File: config.mk
export PLATFORM = sky130hd
export DESIGN_NAME = uart_tx_fifo
export DESIGN_NICKNAME = d
export VERILOG_FILES = /design/src/rtl/uart_tx_fifo.sv
export SDC_FILE = /design/constraint.sdc
export NUM_CORES = 1
export LEC_CHECK = 0
export ABC_AREA = 1
export CAP_MARGIN = 20
export CORE_UTILIZATION = 61
export CTS_CLUSTER_DIAMETER = 60
export DETAILED_ROUTE_END_ITERATION = 16
export PLACE_DENSITY = 0.76
export SYNTH_ARGS = -nofsm -noshare
export SYNTH_HDL_FRONTEND = slang
export SYNTH_SLANG_ARGS = --single-unit
File: constraint.sdc
create_clock -name clk_i -period 2.85 [get_ports clk_i]
set_input_delay 0.855 -clock clk_i [delete_from_list [all_inputs] [get_ports clk_i]]
set_output_delay 0.855 -clock clk_i [all_outputs]
set_load 0.05 [all_outputs]
File: src/rtl/uart_tx_fifo.sv
// ---------------------------------------------------------------------------
// uart_tx_fifo
//   Byte FIFO feeding an 8N1 UART transmitter. Bytes are written through a
//   valid/ready handshake. The transmitter drains the FIFO one frame at a
//   time: a start bit, then eight data bits LSB first, then a stop bit. Each
//   bit lasts DIV = CLK_FREQ / BAUD_RATE clock cycles. Frames run back to
//   back with no idle gap while the FIFO still holds bytes.
//
// Parameters
//   CLK_FREQ     clock frequency in Hz
//   BAUD_RATE    serial bit rate in bit/s (CLK_FREQ / BAUD_RATE must be >= 2)
//   FIFO_DEPTH   number of byte entries, a power of two and at least 2
//
// Ports
//   clk_i         clock; all state changes on the rising edge
//   rst_ni        synchronous reset, active low
//   wdata_i       byte to transmit
//   wvalid_i      wdata_i is valid
//   wready_o      FIFO can accept a byte (not full)
//   tx_o          registered serial output, idle high
//   busy_o        transmitter is in the middle of a frame
//   fifo_count_o  number of bytes stored
//   fifo_full_o   FIFO holds FIFO_DEPTH bytes
//   fifo_empty_o  FIFO holds no bytes
// ---------------------------------------------------------------------------
module uart_tx_fifo #(
  parameter int CLK_FREQ   = 25_000_000,
  parameter int BAUD_RATE  = 115_200,
  parameter int FIFO_DEPTH = 16
) (
  input  logic                          clk_i,
  input  logic                          rst_ni,
  input  logic [7:0]                    wdata_i,
  input  logic                          wvalid_i,
  output logic                          wready_o,
  output logic                          tx_o,
  output logic                          busy_o,
  output logic [$clog2(FIFO_DEPTH):0]   fifo_count_o,
  output logic                          fifo_full_o,
  output logic                          fifo_empty_o
);

  localparam int DIV   = CLK_FREQ / BAUD_RATE;
  localparam int PTR_W = $clog2(FIFO_DEPTH);
  localparam int CNT_W = PTR_W + 1;
  localparam int TMR_W = (DIV > 1) ? $clog2(DIV) : 1;

  // A bit period shorter than two cycles cannot be timed. A FIFO depth
  // that is not a power of two breaks the natural wrap of the pointers.
  if (DIV < 2) begin : g_bad_div
    $error("uart_tx_fifo: CLK_FREQ / BAUD_RATE must be at least 2");
  end
  if (FIFO_DEPTH < 2 || (FIFO_DEPTH & (FIFO_DEPTH - 1)) != 0) begin : g_bad_depth
    $error("uart_tx_fifo: FIFO_DEPTH must be a power of two and at least 2");
  end

  typedef enum logic [1:0] {
    IDLE,
    START,
    DATA,
    STOP
  } state_t;

  state_t            state;
  logic [7:0]        mem [FIFO_DEPTH];
  logic [PTR_W-1:0]  wr_ptr;
  logic [PTR_W-1:0]  rd_ptr;
  logic [CNT_W-1:0]  count;
  logic [TMR_W-1:0]  bit_timer;
  logic [2:0]        bit_idx;
  logic [7:0]        shift_reg;
  logic              push;
  logic              pop;
  logic              bit_done;

  assign fifo_full_o  = (count == CNT_W'(FIFO_DEPTH));
  assign fifo_empty_o = (count == '0);
  assign wready_o     = !fifo_full_o;
  assign fifo_count_o = count;
  assign busy_o       = (state != IDLE);

  assign push     = wvalid_i && wready_o;
  assign bit_done = (bit_timer == TMR_W'(DIV - 1));

  // The transmitter takes the head byte when it is idle, or as a stop bit
  // ends. The second case lets the next frame start with no idle gap.
  assign pop = !fifo_empty_o &&
               ((state == IDLE) || ((state == STOP) && bit_done));

  // Storage array. It is not reset, because the pointers and the count
  // define which entries are valid. Writes are blocked while reset is
  // held, so wvalid_i is ignored during reset.
  always_ff @(posedge clk_i) begin
    if (rst_ni && push) begin
      mem[wr_ptr] <= wdata_i;
    end
  end

  // Pointer and occupancy bookkeeping. A push and a pop on the same edge
  // move both pointers and leave the count unchanged. The pointers are
  // exactly log2(depth) bits wide, so they wrap without extra logic.
  always_ff @(posedge clk_i) begin
    if (!rst_ni) begin
      wr_ptr <= '0;
      rd_ptr <= '0;
      count  <= '0;
    end else begin
      if (push) begin
        wr_ptr <= wr_ptr + PTR_W'(1);
      end
      if (pop) begin
        rd_ptr <= rd_ptr + PTR_W'(1);
      end
      case ({push, pop})
        2'b10:   count <= count + CNT_W'(1);
        2'b01:   count <= count - CNT_W'(1);
        default: count <= count;
      endcase
    end
  end

  // Frame sequencer. tx_o is registered here, so each bit appears on the
  // same edge that enters its state. The bit timer restarts from 0 on
  // every bit boundary, so each bit lasts exactly DIV cycles.
  always_ff @(posedge clk_i) begin
    if (!rst_ni) begin
      state     <= IDLE;
      tx_o      <= 1'b1;
      bit_timer <= '0;
      bit_idx   <= '0;
      shift_reg <= '0;
    end else begin
      case (state)
        IDLE: begin
          if (pop) begin
            shift_reg <= mem[rd_ptr];
            state     <= START;
            tx_o      <= 1'b0;
            bit_timer <= '0;
          end
        end

        START: begin
          if (bit_done) begin
            bit_timer <= '0;
            bit_idx   <= '0;
            tx_o      <= shift_reg[0];
            state     <= DATA;
          end else begin
            bit_timer <= bit_timer + TMR_W'(1);
          end
        end

        DATA: begin
          if (bit_done) begin
            bit_timer <= '0;
            if (bit_idx == 3'd7) begin
              tx_o  <= 1'b1;
              state <= STOP;
            end else begin
              bit_idx <= bit_idx + 3'd1;
              tx_o    <= shift_reg[bit_idx + 3'd1];
            end
          end else begin
            bit_timer <= bit_timer + TMR_W'(1);
          end
        end

        STOP: begin
          if (bit_done) begin
            bit_timer <= '0;
            if (pop) begin
              shift_reg <= mem[rd_ptr];
              tx_o      <= 1'b0;
              state     <= START;
            end else begin
              state <= IDLE;
            end
          end else begin
            bit_timer <= bit_timer + TMR_W'(1);
          end
        end

        default: begin
          state <= IDLE;
          tx_o  <= 1'b1;
        end
      endcase
    end
  end

endmodule

**Yosys cells after proc, flatten, opt, wreduce, memory -nomap -nowiden**

Memory sizes are Yosys's and may differ from the RTL's. A register that Yosys moved wholly into a read port is not among the register bits.
Cells that the tools add are included.

- RAM bits: 128
- Word-level logic and storage cells: 78
- Memory bits (read-only): 0
- Output and inout port bits: 10
- Input port bits: 11
- Bits in latches: 0
- Flip-flop bits (word level): 35
- Memories kept: 1

Memories:

| name | depth | width | rd ports | clocked after Yosys merged registers in | wr ports | line | RTL |
|---|---|---|---|---|---|---|---|
| mem | 16 | 8 | 1 | 1 | 1 | 65 | `logic [7:0] mem [FIFO_DEPTH];` |

- Equality and inequality tests: 14
- Divide/modulo/power cells: 0
- Order comparisons: 1
- Reductions and logical operators: 18
- $mul: 0
- Add/subtract/negate cells: 6
- Shifts and indexed selects: 0
- Bitwise gates (word level): 0
- Multiplexer cells: 30

Operator list:

| kind | number |
|---|---|
| $mux 8 | 4 |
| $pmux 8 s2 | 2 |
| $ne 2x2->1 const B | 6 |
| $mux 2 | 5 |
| $pmux 5 s2 | 1 |
| $mux 1 | 9 |
| $mux 3 | 3 |
| $add 4x1->4 const B | 2 |
| $add 8x1->8 const B | 1 |
| $eq 8x8->1 const B | 1 |
| $mux 4 | 2 |
| $pmux 2 s4 | 1 |
| $reduce_bool 2->1 | 4 |
| $eq 2x2->1 const B | 3 |
| $pmux 3 s2 | 1 |
| $add 5x1->5 const B | 1 |
| $eq 5x5->1 const B | 1 |
| $logic_not 5->1 | 1 |
| $reduce_and 5->1 | 1 |
| $sub 5x1->5 const B | 1 |
| $eq 2x1->1 const B | 2 |
| $logic_and 1x1->1 | 4 |
| $lt 3x4->1 const B | 1 |
| $pmux 1 s4 | 1 |
| other kinds (10) | 11 |

**Depth between registers and ports, before layout**

Gate-level depths: netlist of run 1.

- Depth in word-level cells: 7
- Depth in mapped cells: 16
- Gate-level depth less buffers: 16

**Worst setup path before layout of run 1**

Ideal clock, no wire load.

- Path kind: reg2reg
- From: reg count[4], in the netlist fifo_count_o[4]
- To: reg count[4], in the netlist fifo_count_o[4]
- Stages on the path, launching flop included: 11
- Period minus slack after synthesis: 3.089 ns
- Path slack: -0.239 ns
- Buffers on the path: 0
- Required time: 2.730 ns
- Arrival: 2.969 ns
- Library setup time: 0.120 ns
- Path through: dfxtp_1 nand4_1 nand2_1 ha_1 inv_1 fa_1 o21ai_0 a21oi_1 xor2_1 nand2_1 a21oi_1

- Word-level cells in the longest chain between the ends: 5
- Elaborated cells between the ends (all ways): 12
- Those cells by class: add/sub: 2; eq/ne: 3; mux: 1; reduce/logical: 6

RTL lines:

| element | line | RTL |
|---|---|---|
| start: declaration | 68 | `logic [CNT_W-1:0] count;` |
| start signal: assignment | 115 | `2'b10: count <= count + CNT_W'(1);` |
| start signal: assignment | 116 | `2'b01: count <= count - CNT_W'(1);` |
| start signal: assignment | 117 | `default: count <= count;` |
| $eq 5x5->1 (*) | 76 | `assign fifo_full_o = (count == CNT_W'(FIFO_DEPTH));` |
| $logic_not 1->1 (*) | 78 | `assign wready_o = !fifo_full_o;` |
| net wready_o | 35 | `output logic wready_o,` |
| $logic_and 1x1->1 (*) | 82 | `assign push = wvalid_i && wready_o;` |
| $eq 2x1->1 / $eq 2x2->1 (equally long branches) | 114 | `case ({push, pop})` |
| $pmux 5 s2 / $reduce_bool 2->1 (equally long branches) | - |  |

The timed path passes the listed nets; every way through them passes the cells marked *.
A chain may end at the register's enable or synchronous reset.

**Worst setup path in the final report of run 1**

- From: reg count[1], in the netlist fifo_count_o[1]
- To: out wready_o

- Word-level cells in the longest chain between the ends: 2

RTL lines:

| element | line |
|---|---|
| $eq 5x5->1 | 76 |
| $logic_not 1->1 | 78 |
| end: declaration | 35 |

No other way between the ends.

==> results of run 1 <==
-- metal layers --
metal | global-route usage | share of wire | vias up
li1 | - | - | 2502
met2 | 0.449 | 0.49 | 223
met3 | 0.0601 | 0.071 | 43
met5 | 0 | 0 | -
met4 | 0.118 | 0.026 | 0
met1 | 0.346 | 0.41 | 2475
-- worst min-delay path: stages, from the launching register on --
cell     delay (ps)
dfxtp_1         330
nand2_1          50
nand3_1          60
-- per-stage QoR --
stage / instances / power [mW] / instance area (um2) / hold WS (ps)
after global routing: 910 / 7.41 / 8230 / 517
final: 910 / 7.06 / 8230 / 478
after global placement: 878 / 4.92 / 7690 / 464
after CTS: 910 / 7.04 / 8220 / 483
after detailed placement: 878 / 5.00 / 7690 / 467
after floorplan: 720 / 4.44 / 7260 / 470
-- area by class of cell --
class	count	area [um2]
sequential	167	4630
fill	808	3290
multi-input combinational	469	2300
clock buffer	19	433
timing repair buffer	43	380
inverter	56	211
tap	143	179
clock inverter	13	96.3
-- power groups by stage --
stage / Sequential [mW] / Combinational (mW) / Clock (mW)
final: 2.89 / 2.12 / 2.06
after global routing: 2.91 / 2.35 / 2.16
after CTS: 2.88 / 2.08 / 2.08
after detailed placement: 2.94 / 2.07 / 0
after global placement: 2.93 / 1.99 / 0
after floorplan: 2.99 / 1.45 / 0
-- how the worst max path moves through the flow --
stage,startpoint,slack (ps),endpoint
finish,fifo_count_o[1]$_SDFFE_PN0P_,110,wready_o
global route,bit_timer[0]$_SDFFE_PN0N_,40,fifo_count_o[4]$_SDFFE_PN0P_
CTS,fifo_count_o[1]$_SDFFE_PN0P_,100,wready_o
detailed placement,wvalid_i,50,fifo_count_o[4]$_SDFFE_PN0P_
global placement,wvalid_i,120,fifo_count_o[4]$_SDFFE_PN0P_
floorplan,fifo_count_o[0]$_SDFFE_PN0P_,30,fifo_count_o[4]$_SDFFE_PN0P_
-- synthesized netlist by cell type, drive strengths merged, types with 3 or more instances --
library cell | count | area [um2]
a21oi | 20 | 100
buf | 14 | 73.8
clkbuf | 14 | 56.3
dfxtp | 39 | 781
edfxtp | 128 | 3840
ha | 18 | 225
inv | 54 | 203
nand2 | 73 | 297
nand3 | 66 | 348
nor2 | 177 | 669
nor3 | 12 | 60.1
o21ai | 88 | 440
xnor2 | 3 | 26.3
xor2 | 5 | 43.8
-- logic make-up (layout without fill, tap and decap cells) --
kind of cell	Yosys count	after routing
simple gates	330	330
flops	167	167
compound gates	112	112
buf+inv	84	131
fa+ha+maj	19	19
xor+xnor	8	8
-- what timing repair did --
| action | CTS | global route |
|---|---|---|
| gates resized for setup | 2 | 2 |
| endpoints found under the setup margin | 2 | 1 |
| hold endpoints to repair | 0 | 0 |
| cloned | 0 | 0 |
==> metrics, run 1 <==
post-route setup TNS=0 ps; first-pass GRT wire length=24900 um; Std-Cell Rows=39; Post-Synth Simple-Gate Area=0.192; GRT Util Overall=0.271; Clock Latency Late Sink=roughly 430 ps; syn nets=750; combinational share of power=0.300; net load switching power=around 2.5 mW; Max IR drop VDD=0.000659 V; outcome=completed; synthesis-to-layout area growth=13.5%; Routed WL per cell=17.4 um; pre-CTS setup slack=49.7 ps; Synth Area in Compound Gates=0.0794; max reg flops=approximately 130; clock power share=0.291; Hold Crit Start=tx_o$_SDFFE_PN1P_; WL final=~16000 um; Worst path slowest cell=clkdlybuf4s50_1; Crit. path cell count=3; clock transition at the registers of the reported paths=about 60 ps; Post-synth ARST share=0; share of the core filled with cells=0.715; reg2reg end=fifo_count_o[4]$_SDFFE_PN0P_; adder-cell share of the synthesized area=0.0338; port buffer count=20; nets=slightly below 800; Cell Pwr Density=around 860 mW/mm2; hold depth=2; leading cell type in the layout, fill and taps excluded=nor2_1; GR Overflow Total=0; CTS H-Tree Depth=4; DIE HEIGHT=between 100 and 150 um; Distinct cells, synth=32; TritonCTS clock tree=yes; share of cells above drive strength 1=0.0952; Sink Count=167; Pleak=approximately 3.1 nW; largest net degree at the start of global routing=65; crit end category=output pin; final setup vio count=0; die area=0.0123 mm2; First DRT Iteration DRCs=around 700; Die Width=around 110 um; Hold Path Class=reg2reg; floorplan core area=between 0.01 and 0.015 mm2; CTS Buf Count=17; Max Cap Viol=0; vias in the first global route=roughly 5k; crit-path cells=inv_1 -> nand4_1 -> clkdlybuf4s50_1; Hold Vio Cnt, Final=0; clk_skew=around 16 ps; most frequent cells in the layout=nor2_1 (175), edfxtp_1 (128), o21ai_0 (81), nand2_1 (67), nand3_1 (64); Fmax achieved=365 MHz; via count=5243; worst-path fanout max=4; crit path DAT=about 1900 ps; sequential power share=0.409; Internal=approximately 4.6 mW; Post-Synthesis Cell Area=0.00725 mm2; Via density=approximately 5.8; CP top delay family=buffers and inverters; post-CTS setup buffer count=0; Worst Hold Path EP=tx_o$_SDFFE_PN1P_; Min Clock Period, post-route=around 2700 ps; FF-to-FF path depth=16; Crit path required time=about 2000 ps; RSZ-0062 raised after global routing=no; Reg2Reg Setup Slack=between 200 and 300 ps; yosys warns=0; slew margin rel.=0.379; R2R Path Start=bit_timer[0]$_SDFFE_PN0N_; Crit Path Class=reg2out; main combinational cell family by area after synthesis=simple AND/OR/NAND/NOR gates; worst slew pin tran=between 900 and 1000 ps; Pins Over Slew Limit=0; GP Congestion=about 0.94; Mapped Cells=720; initial antenna violation count=0; Starting Density=0.630; CTS Hold Bufs=0; Yosys reg bits=167; Net Sw Frac=0.355; IO Count=21; WP buf/inv=2; Clock Tree Root=clkbuf_16; post-DP HPWL=roughly 10000 um; sequential share of the synthesized area=0.638; Synth Area in XOR/XNOR=0.00967; Max Root-Sink Buffers=2; DRC=0; syn avg cell area=between 10 and 15 um2; worst setup margin=around 110 ps; Post-synth EDFFs=128; # diodes=0; max incr delay on CP=between 800 and 900 ps; ys flop type=edfxtp_1; multiplexer share of the synthesized area=0; drt pass-1 iters=6; antenna-violating nets left=0; CP startpoint kind=register; period utilization=0.961
Power figures use the tool's default switching activity.
==> run 2: changes to the inputs <==
ABC_CLOCK_PERIOD_IN_PS = 2850   (was default)
==> results of run 2 <==
Final layout, timing and power as in run 1 (identical DEF).
==> run 3: changes to the inputs <==
SLEW_MARGIN = 10   (was default)
==> results of run 3 <==
Final layout, timing and power as in run 1 (identical DEF).
